<file path="src/rtl/gp_pdet_pkg.sv">
// Shared definitions for the serial receive cells: state encodings,
// parameter legality check and phase stepping helper.
package gp_pdet_pkg;

  typedef enum logic [1:0] {
    HUNT   = 2'd0,
    VERIFY = 2'd1,
    LOCKED = 2'd2
  } pdet_state_e;

  localparam int         MAX_LEN    = 16;
  localparam logic [7:0] ERRCNT_MAX = 8'hFF;

  function automatic bit pdet_params_ok(input int len, input int lock_count,
                                        input int err_limit);
    return (len >= 2) && (len <= MAX_LEN) && (lock_count >= 1) && (err_limit >= 1);
  endfunction

  // Bits arrive MSB first, so the expected-bit index counts down and wraps.
  function automatic logic [3:0] phase_dec(input logic [3:0] p, input logic [3:0] last);
    return (p == 4'd0) ? last : p - 4'd1;
  endfunction

endpackage

</file>
<file path="src/rtl/gp_pdet_window.sv">
// Sliding sample window with fill counter; flags a full frame equal to the
// expected pattern on the current enabled sample.
module gp_pdet_window
  import gp_pdet_pkg::*;
#(
  parameter logic [15:0] PATTERN_DATA = 16'h0,
  parameter logic [4:0]  PATTERN_LEN  = 5'd16
) (
  input  logic CLK,
  input  logic nRST,
  input  logic IN,
  input  logic EN,
  output logic w_match
);

  localparam int LEN    = int'(PATTERN_LEN);
  localparam int FILL_W = $clog2(MAX_LEN + 1);

  // The oldest bit of w is shifted out next time, so only LEN-1 bits are stored.
  logic [LEN-2:0]    window;
  logic [LEN-1:0]    w;
  logic [FILL_W-1:0] fill;

  assign w       = {window, IN};
  assign w_match = EN && (fill >= FILL_W'(LEN - 1)) && (w == PATTERN_DATA[LEN-1:0]);

  always_ff @(posedge CLK or negedge nRST) begin
    if (!nRST) begin
      window <= '0;
      fill   <= '0;
    end else if (EN) begin
      window <= w[LEN-2:0];
      if (fill != FILL_W'(LEN)) fill <= fill + FILL_W'(1);
    end
  end

endmodule

</file>
<file path="src/rtl/gp_pdet.sv">
// Serial pattern detector: hunts for the cyclic frame, verifies alignment,
// then tracks lock and counts bit errors until lock is lost.
module gp_pdet
  import gp_pdet_pkg::*;
#(
  parameter logic [15:0] PATTERN_DATA = 16'h0,
  parameter logic [4:0]  PATTERN_LEN  = 5'd16,
  parameter int          LOCK_COUNT   = 2,
  parameter int          ERR_LIMIT    = 2
) (
  input  logic       CLK,
  input  logic       nRST,
  input  logic       IN,
  input  logic       EN,
  output logic       LOCK,
  output logic       MATCH,
  output logic       ERR,
  output logic [3:0] PHASE,
  output logic [7:0] ERRCNT
);

  localparam logic [3:0]  LAST = 4'(PATTERN_LEN - 5'd1);
  localparam logic [15:0] LC   = 16'(LOCK_COUNT);
  localparam logic [15:0] EL   = 16'(ERR_LIMIT);

  if (!pdet_params_ok(int'(PATTERN_LEN), LOCK_COUNT, ERR_LIMIT)) begin : g_param_err
    $fatal(1, "gp_pdet: illegal PATTERN_LEN, LOCK_COUNT or ERR_LIMIT");
  end

  logic        w_match;
  pdet_state_e state, state_nx;
  logic [3:0]  phase_nx, phase_dn;
  logic [15:0] good, good_nx, bad, bad_nx;
  logic [7:0]  errcnt_nx;
  logic        match_nx, err_nx, bit_ok;

  gp_pdet_window #(
    .PATTERN_DATA (PATTERN_DATA),
    .PATTERN_LEN  (PATTERN_LEN)
  ) u_window (
    .CLK     (CLK),
    .nRST    (nRST),
    .IN      (IN),
    .EN      (EN),
    .w_match (w_match)
  );

  assign bit_ok   = (IN == PATTERN_DATA[PHASE]);
  assign phase_dn = phase_dec(PHASE, LAST);

  always_comb begin
    state_nx  = state;
    phase_nx  = PHASE;
    good_nx   = good;
    bad_nx    = bad;
    errcnt_nx = ERRCNT;
    match_nx  = 1'b0;
    err_nx    = 1'b0;
    if (EN) begin
      match_nx = w_match;
      unique case (state)
        HUNT: begin
          if (w_match) begin
            phase_nx = LAST;
            good_nx  = 16'd1;
            state_nx = (LC == 16'd1) ? LOCKED : VERIFY;
          end
        end
        VERIFY: begin
          if (!bit_ok) begin
            err_nx   = 1'b1;
            good_nx  = '0;
            state_nx = HUNT;
          end else begin
            phase_nx = phase_dn;
            if (PHASE == 4'd0) begin
              good_nx = good + 16'd1;
              if (good_nx == LC) state_nx = LOCKED;
            end
          end
        end
        LOCKED: begin
          phase_nx = phase_dn;
          if (bit_ok) begin
            bad_nx = '0;
          end else begin
            err_nx = 1'b1;
            bad_nx = bad + 16'd1;
            if (ERRCNT != ERRCNT_MAX) errcnt_nx = ERRCNT + 8'd1;
            if (bad_nx == EL) begin
              state_nx = HUNT;
              good_nx  = '0;
              bad_nx   = '0;
            end
          end
        end
        default: state_nx = HUNT;
      endcase
    end
  end

  always_ff @(posedge CLK or negedge nRST) begin
    if (!nRST) begin
      state  <= HUNT;
      PHASE  <= '0;
      good   <= '0;
      bad    <= '0;
      ERRCNT <= '0;
      LOCK   <= 1'b0;
      MATCH  <= 1'b0;
      ERR    <= 1'b0;
    end else begin
      state  <= state_nx;
      PHASE  <= phase_nx;
      good   <= good_nx;
      bad    <= bad_nx;
      ERRCNT <= errcnt_nx;
      LOCK   <= (state_nx == LOCKED);
      MATCH  <= match_nx;
      ERR    <= err_nx;
    end
  end

endmodule

</file>
<file path="config.mk">
export PLATFORM = sky130hd
export DESIGN_NAME = gp_pdet
export DESIGN_NICKNAME = d
export VERILOG_FILES = /design/src/rtl/gp_pdet_pkg.sv /design/src/rtl/gp_pdet_window.sv /design/src/rtl/gp_pdet.sv
export SDC_FILE = /design/constraint.sdc
export NUM_CORES = 1
export LEC_CHECK = 0
export ABC_AREA = 1
export CORE_ASPECT_RATIO = 1.4
export CORE_UTILIZATION = 40
export CTS_CLUSTER_SIZE = 12
export DETAILED_ROUTE_END_ITERATION = 7
export GPL_TIMING_DRIVEN = 1
export HOLD_SLACK_MARGIN = 0.02
export PLACE_DENSITY = 0.65
export SYNTH_ARGS = -nofsm -noshare
export SYNTH_HDL_FRONTEND = slang
export SYNTH_HIERARCHICAL = 1
export SYNTH_SLANG_ARGS = --single-unit
</file>
<file path="constraint.sdc">
create_clock -name CLK -period 2.2 [get_ports CLK]
set_clock_uncertainty 0.1 [all_clocks]
set_input_delay 0.33 -clock CLK [delete_from_list [all_inputs] [get_ports CLK]]
set_output_delay 0.33 -clock CLK [all_outputs]
set_load 0.02 [all_outputs]
</file>
# --- Word level (Yosys, flattened, before mapping) ---
# Memory sizes are Yosys's and may differ from the RTL's.
# Index checks and enable logic that the tools add are counted.
# Widths: inputs -> output; s select.
word_totals:
  regBits: 69
  rom_bits: 16
  in_bits: 4
  out_inout_bits: 15
  word_cells: 69
  mem_count: 1
mem_list:
  columns: ["memory", "words", "width", "rd", "rd_ports_with_merged_regs", "write_ports", "line", "source"]
  rows:
  - ["(name not given)", 16, 1, 1, 0, 0, "gp_pdet.sv:48", "assign bit_ok = (IN == PATTERN_DATA[PHASE]);"]
classes:
  add_sub_neg: 5
  magnitude_cmp: 2
  eq_ne: 13
  mux: 25
  n_bitwise: 1
  n_reduce_logical: 12
op_table:
  columns: ["op", "count"]
  rows:
  - ["$mux 16", 7]
  - ["$pmux 16 s3", 1]
  - ["$add 16x1->16 const B", 2]
  - ["$eq 16x2->1 const B", 2]
  - ["$logic_not 16->1", 1]
  - ["$mux 2", 7]
  - ["$mux 4", 3]
  - ["$pmux 4 s3", 1]
  - ["$add 8x1->8 const B", 1]
  - ["$ne 2x2->1 const B", 4]
  - ["$ne 8x8->1 const B", 1]
  - ["$reduce_and 4->1", 2]
  - ["$pmux 2 s3", 1]
  - ["$reduce_and 6->1", 1]
  - ["$add 5x1->5 const B", 1]
  - ["$ge 5x4->1 const B", 1]
  - ["$lt 4x5->1 const B", 1]
  - ["$mux 1", 5]
  - ["$ne 5x5->1 const B", 1]
  - ["$eq 2x2->1 const B", 2]
  - ["$logic_not 4->1", 1]
  - ["$reduce_and 2->1", 2]
  - ["$sub 4x1->4 const B", 1]
  - ["$ne 3x3->1 const B", 1]
  - ["7 further kinds", 8]

# --- Depth between registers and ports, before layout ---
# Gate-level depths: netlist of the first run.
depth:
  ltp_word: 8
  depth_mapped: 16
  ltp_nobuf: 16

# --- Cells and area by module ---
# Netlist of the first run, hierarchy kept.
modules_own_cells:
  columns: ["module", "n_inst", "cells_per_inst", "area_each_um2", "seq_area_each_um2"]
  rows:
  - ["gp_pdet", 1, 409, 3099.2, 1226.2]
  - ["gp_pdet_window", 1, 109, 942.2, 500.5]

# --- Worst setup path after synthesis of the first run ---
# Ideal clock, no wire load.
synth_timing:
  path_kind: "reg-to-reg"
  from: "reg state[0]"
  to: "reg ERRCNT[7]"
  setup_ns: 0.129
  arrival_time_ns: 1.913
  required_ns: 1.971
  setup_slack_ns: 0.058
  path_stages_with_launch: 11
  n_path_buf: 0
  period_less_slack_ns: 2.142
  path_cell_list: "dfrtp_1 -> inv_1 -> ha_1 -> nand2_1 -> nor2_2 -> inv_1 -> a31oi_1 -> inv_1 -> nor3_2 -> nand3_1 -> xnor2_1"
synth_between:
  elab_chain_len: 2
synth_rtl:
  columns: ["item", "line", "source"]
  rows:
  - ["start: declaration", "gp_pdet.sv:31", "pdet_state_e state, state_nx;"]
  - ["start signal: assignment", "gp_pdet.sv:113", "state <= state_nx;"]
  - ["$eq 2x2->1", "gp_pdet.sv:61", "unique case (state)"]
  - ["$reduce_and 4->1 (no source line)", null, null]
  - ["end signal: assignment", "gp_pdet.sv:117", "ERRCNT <= errcnt_nx;"]
  - ["end: declaration", "gp_pdet.sv:19", "output logic [7:0] ERRCNT"]
# Every way passes these cells.
# A chain may end at the register's enable or synchronous reset.

# --- Worst setup path after layout of the first run ---
layout_timing:
  from: "reg bad[0]"
  to: "reg good[13]"
layout_between:
  elab_chain_len: 4
layout_rtl:
  columns: ["item", "line", "source"]
  rows:
  - ["start: declaration", "gp_pdet.sv:33", "logic [15:0] good, good_nx, bad, bad_nx;"]
  - ["start signal: assignment", "gp_pdet.sv:116", "bad <= bad_nx;"]
  - ["$add 16x1->16", "gp_pdet.sv:88", "bad_nx = bad + 16'd1;"]
  - ["$eq 16x2->1", "gp_pdet.sv:90", "if (bad_nx == EL) begin"]
  - ["$ne 2x2->1 (no source line)", null, null]
  - ["$reduce_and 6->1 (no source line)", null, null]
  - ["end signal: assignment", "gp_pdet.sv:115", "good <= good_nx;"]
  - ["end: declaration", "gp_pdet.sv:33", null]
# Every way passes these cells.

==> impl_metrics.csv, run 1 <==
group,metric,value,unit
sta,fmax,435,MHz
floorplanning,die_w,87.0,um
pwr,powerDensity,1100,nW/um^2
sta,final-hold-violation-count,0,
sta,worst_pin_slew,0.451,ns
grt,grt_pass1_vias,3419,
worst_setup_path,required,2.32,ns
worst_setup_path,worstPathArrival,2.42,ns
detailed_routing,drt-initial-drc-count,141,
place,numPortBuffers,18,
detailed_routing,antenna_left,0,
sta,layout_setup_ws,-0.0970,ns
pwr,p_leak,2.38,nW
worst_setup_path,cpLargestDelayFamily,"simple AND/OR/NAND/NOR gates",
sta,drv_slew,0,
worst_setup_path,cpMostUsedCell,"nand2_4",
grt,overflow,0,
finish,syn2layout_area_growth,29.6,%
clock_tree,cts_buffers,9,
worst_setup_path,path_class,"flop to flop",
pwr,vdd_drop_max,0.000826,V
sta,finalSetupViolations,20,
worst_setup_path,worst_setup_path_start_kind,"flop",
floorplanning,io_pins,19,
finish,drive_gt1_frac,0.224,
pwr,clkPwrFrac,0.261,
place,place_congestion,0.826,
worst_setup_path,crit_path_max_fanout,8,
finish,final_nets,605,
grt,grt.total_usage,0.187,
detailed_routing,wl,9.38,mm
place,dp_hpwl,6.26,mm
finish,antenna_cells,0,
sta,relSlewSlack,0.699,
floorplanning,initial_utilization,0.410,
synth,synth_edf_count,0,
synth,syn_nets,535,
detailed_routing,via_count,3592,
pwr,seqPwrFrac,0.354,
status,violations,"negative setup slack",
sta,finalCritPeriodShare,1.04,
synth,synth_common_cells,"126 x nand2_1, 69 x dfrtp_1, 67 x inv_1",
detailed_routing,dr.pass1.iters,6,
grt,grt_max_degree,70,
floorplanning,rows,43,
detailed_routing,drc,0,
synth,yosys-top-cells-area,"dfrtp_1 43%, nand2_1 12%, inv_1 6.2%",
floorplanning,coreArea,9850,um^2
synth,synth_cells,518,
synth,synth-async-reset-ratio,1.00,
synth,synth.most_common_cell,"nand2_1",
worst_setup_path,crit_path_max_incr_delay,0.40,ns
clock_tree,cts_buffer_depth,2,
synth,ys_seq_area_frac,0.427,
sta,post-route-min-period,2.30,ns
clock_tree,clock_sinks,69,
synth,synth_top_area_share,0.427,
worst_setup_path,path_cells,"buf_6, nand2_4, nor2_4, nand2_4, nor2_1, nand3_1, nand2_2, nand2_4, nor2_4, nand3_4, a21boi_4, buf_6, clkbuf_16, o21ai_1",
synth,yosysTopAreaCell,"dfrtp_1",
sta,rsz0062_at_grt,"yes",
clock_tree,cts_tree,"built",
hold_path,hp-class,"flop to flop",
pwr,combPwrFrac,0.385,
sta,holdWs,0.375,ns
pwr,switching_share,0.372,
grt,grt_pass1_wl,15.1,mm
flow_run,drv_cap,0,
synth,ys_types,39,
clock_tree,root_buffer,"clkbuf_16",
worst_setup_path,crit_path_top_delay_cell,"dfrtp_1",
worst_setup_path,cp_num_buf_inv,3,
pwr,switchingPower,2.14,mW
floorplanning,dieArea,10500,um^2
synth,ys_seq_elements,69,
synth,synth_ff_type,"dfrtp_1",
floorplanning,die_height,121,um
synth,syn_area_per_cell,7.80,um^2
status,status,"complete, but fails checks",
pwr,total_power,5.74,mW
detailed_routing,viasPerCell,4.93,
grt,antenna_found_initial,0,
detailed_routing,drt-wirelength-per-cell,12.9,um
clock_tree,clk_pin_slew,0.06,ns
synth,yosysWarnings,6,
pwr,power.internal,3.60,mW
clock_tree,clk_latency,0.34,ns
synth,syn_area,4040,um^2
clock_tree,cts_max_level,3,
worst_setup_path,crit_path_end_kind,"flop",
[flip-flops by register name (all words and copies together), names as in the netlist]
register / count
u_window/window: 15
PHASE: 4
state: 2
ERR: 1
bad: 16
LOCK: 1
good: 16
MATCH: 1
u_window/fill: 5
ERRCNT: 8
[layout by cell type, fill, tap and decap left out, types with 7 or more instances in the layout]
cell	netlist	routed
buf_4	3	41
nor2_2	2	10
clkdlybuf4s50_1	0	17
nand3_2	4	8
nor2_1	58	49
o21ai_1	23	16
o21ai_2	4	12
nand4_1	7	7
xor2_1	13	13
clkbuf_16	0	10
nand3_1	37	32
inv_1	67	67
nand2_2	7	11
dfrtp_1	69	68
o21ai_0	18	17
nor2_4	6	8
nand2_1	126	120
o22ai_1	10	10
ha_1	13	11
nand3b_1	9	9
[power groups by stage]
stage / combinational (mW) / sequential (mW) / clock (mW)
floorplan: 1.19 / 2.04 / 0
global placement: 1.89 / 2.00 / 0
detailed placement: 1.94 / 2.01 / 0
CTS: 1.99 / 2.01 / 1.51
global route: 2.47 / 2.09 / 1.57
finish: 2.21 / 2.03 / 1.50
[per-layer routing]
layer / track usage / routed length [um]
met5: 0 / 0
met4: 0.101 / 300
met3: 0.0286 / 207
met2: 0.326 / 4890
met1: 0.217 / 3980
[area by class of cell]
| type | instances | area [um^2] |
|---|---|---|
| well taps | 135 | 169 |
| multi-input cells | 368 | 2130 |
| repair buffers | 67 | 619 |
| clock buffers | 11 | 253 |
| clock inverters | 5 | 58.8 |
| inverters | 73 | 277 |
| flip-flops and latches | 69 | 1730 |
| fillers | 884 | 4610 |
[worst paths after layout]
| kind | start | endpoint | slack [ns] | depth (start not counted) |
|---|---|---|---|---|
| min in group asynchronous | nRST | good[4]$_DFFE_PN0P_ | 0.43 | 3 |
| max in group asynchronous | nRST | bad[2]$_DFFE_PN0P_ | 1.23 | 3 |
| worst max register to register | bad[0]$_DFFE_PN0P_ | good[13]$_DFFE_PN0P_ | -0.1 | 14 |
| worst min-delay path | u_window/window[14]$_DFFE_PN0P_ | u_window/window[14]$_DFFE_PN0P_ | 0.37 | 2 |
| worst min register to register | u_window/window[14]$_DFFE_PN0P_ | u_window/window[14]$_DFFE_PN0P_ | 0.37 | 2 |
| worst max-delay path | bad[0]$_DFFE_PN0P_ | good[13]$_DFFE_PN0P_ | -0.1 | 14 |
[worst min-delay path: stages, from the launching register on]
cell,delay [ns]
dfrtp_1,0.34
nand2_1,0.05
nand2_1,0.05
[cell families (layout without fill, tap and decap cells)]
group	count (synthesis)	in the layout	share of synthesized area
AO/OA/AOI/OAI	68	68	0.0991
multiplexers	1	1	0.00248
adder cells (fa/ha/maj)	13	13	0.0402
XOR/XNOR	18	18	0.0409
AND/OR/NAND/NOR	267	268	0.306
buffers and inverters	82	156	0.0839
flip-flops	69	69	0.427
[through the flow]
step                TNS, ns  utilization  instance area, um^2  setup WS (ns)  instances
global placement     -0.219        0.468                 4600        -0.0236        696
floorplan                 0            -                 4040         0.0576        518
global route          -3.73        0.532                 5240         -0.215        728
finish                -1.31        0.532                 5240        -0.0970        728
detailed placement    -1.51        0.468                 4600         -0.106        696
CTS                  -0.155        0.509                 5010        -0.0191        718
[timing repair]
item                                    CTS  global route
hold endpoints to repair                 69             0
setup buffers                             3            10
hold buffers                              1             0
endpoints found under the setup margin   17            21
pin swaps                                 1            12
gates resized for setup                   9            39
gates cloned                              2             1
Power figures use the tool's default switching activity.
==> run 2, diff against run 1 <==
- SLEW_MARGIN: unset -> 10
==> results of run 2 <==
No change in the layout: final DEF, timing and power equal those of run 1.
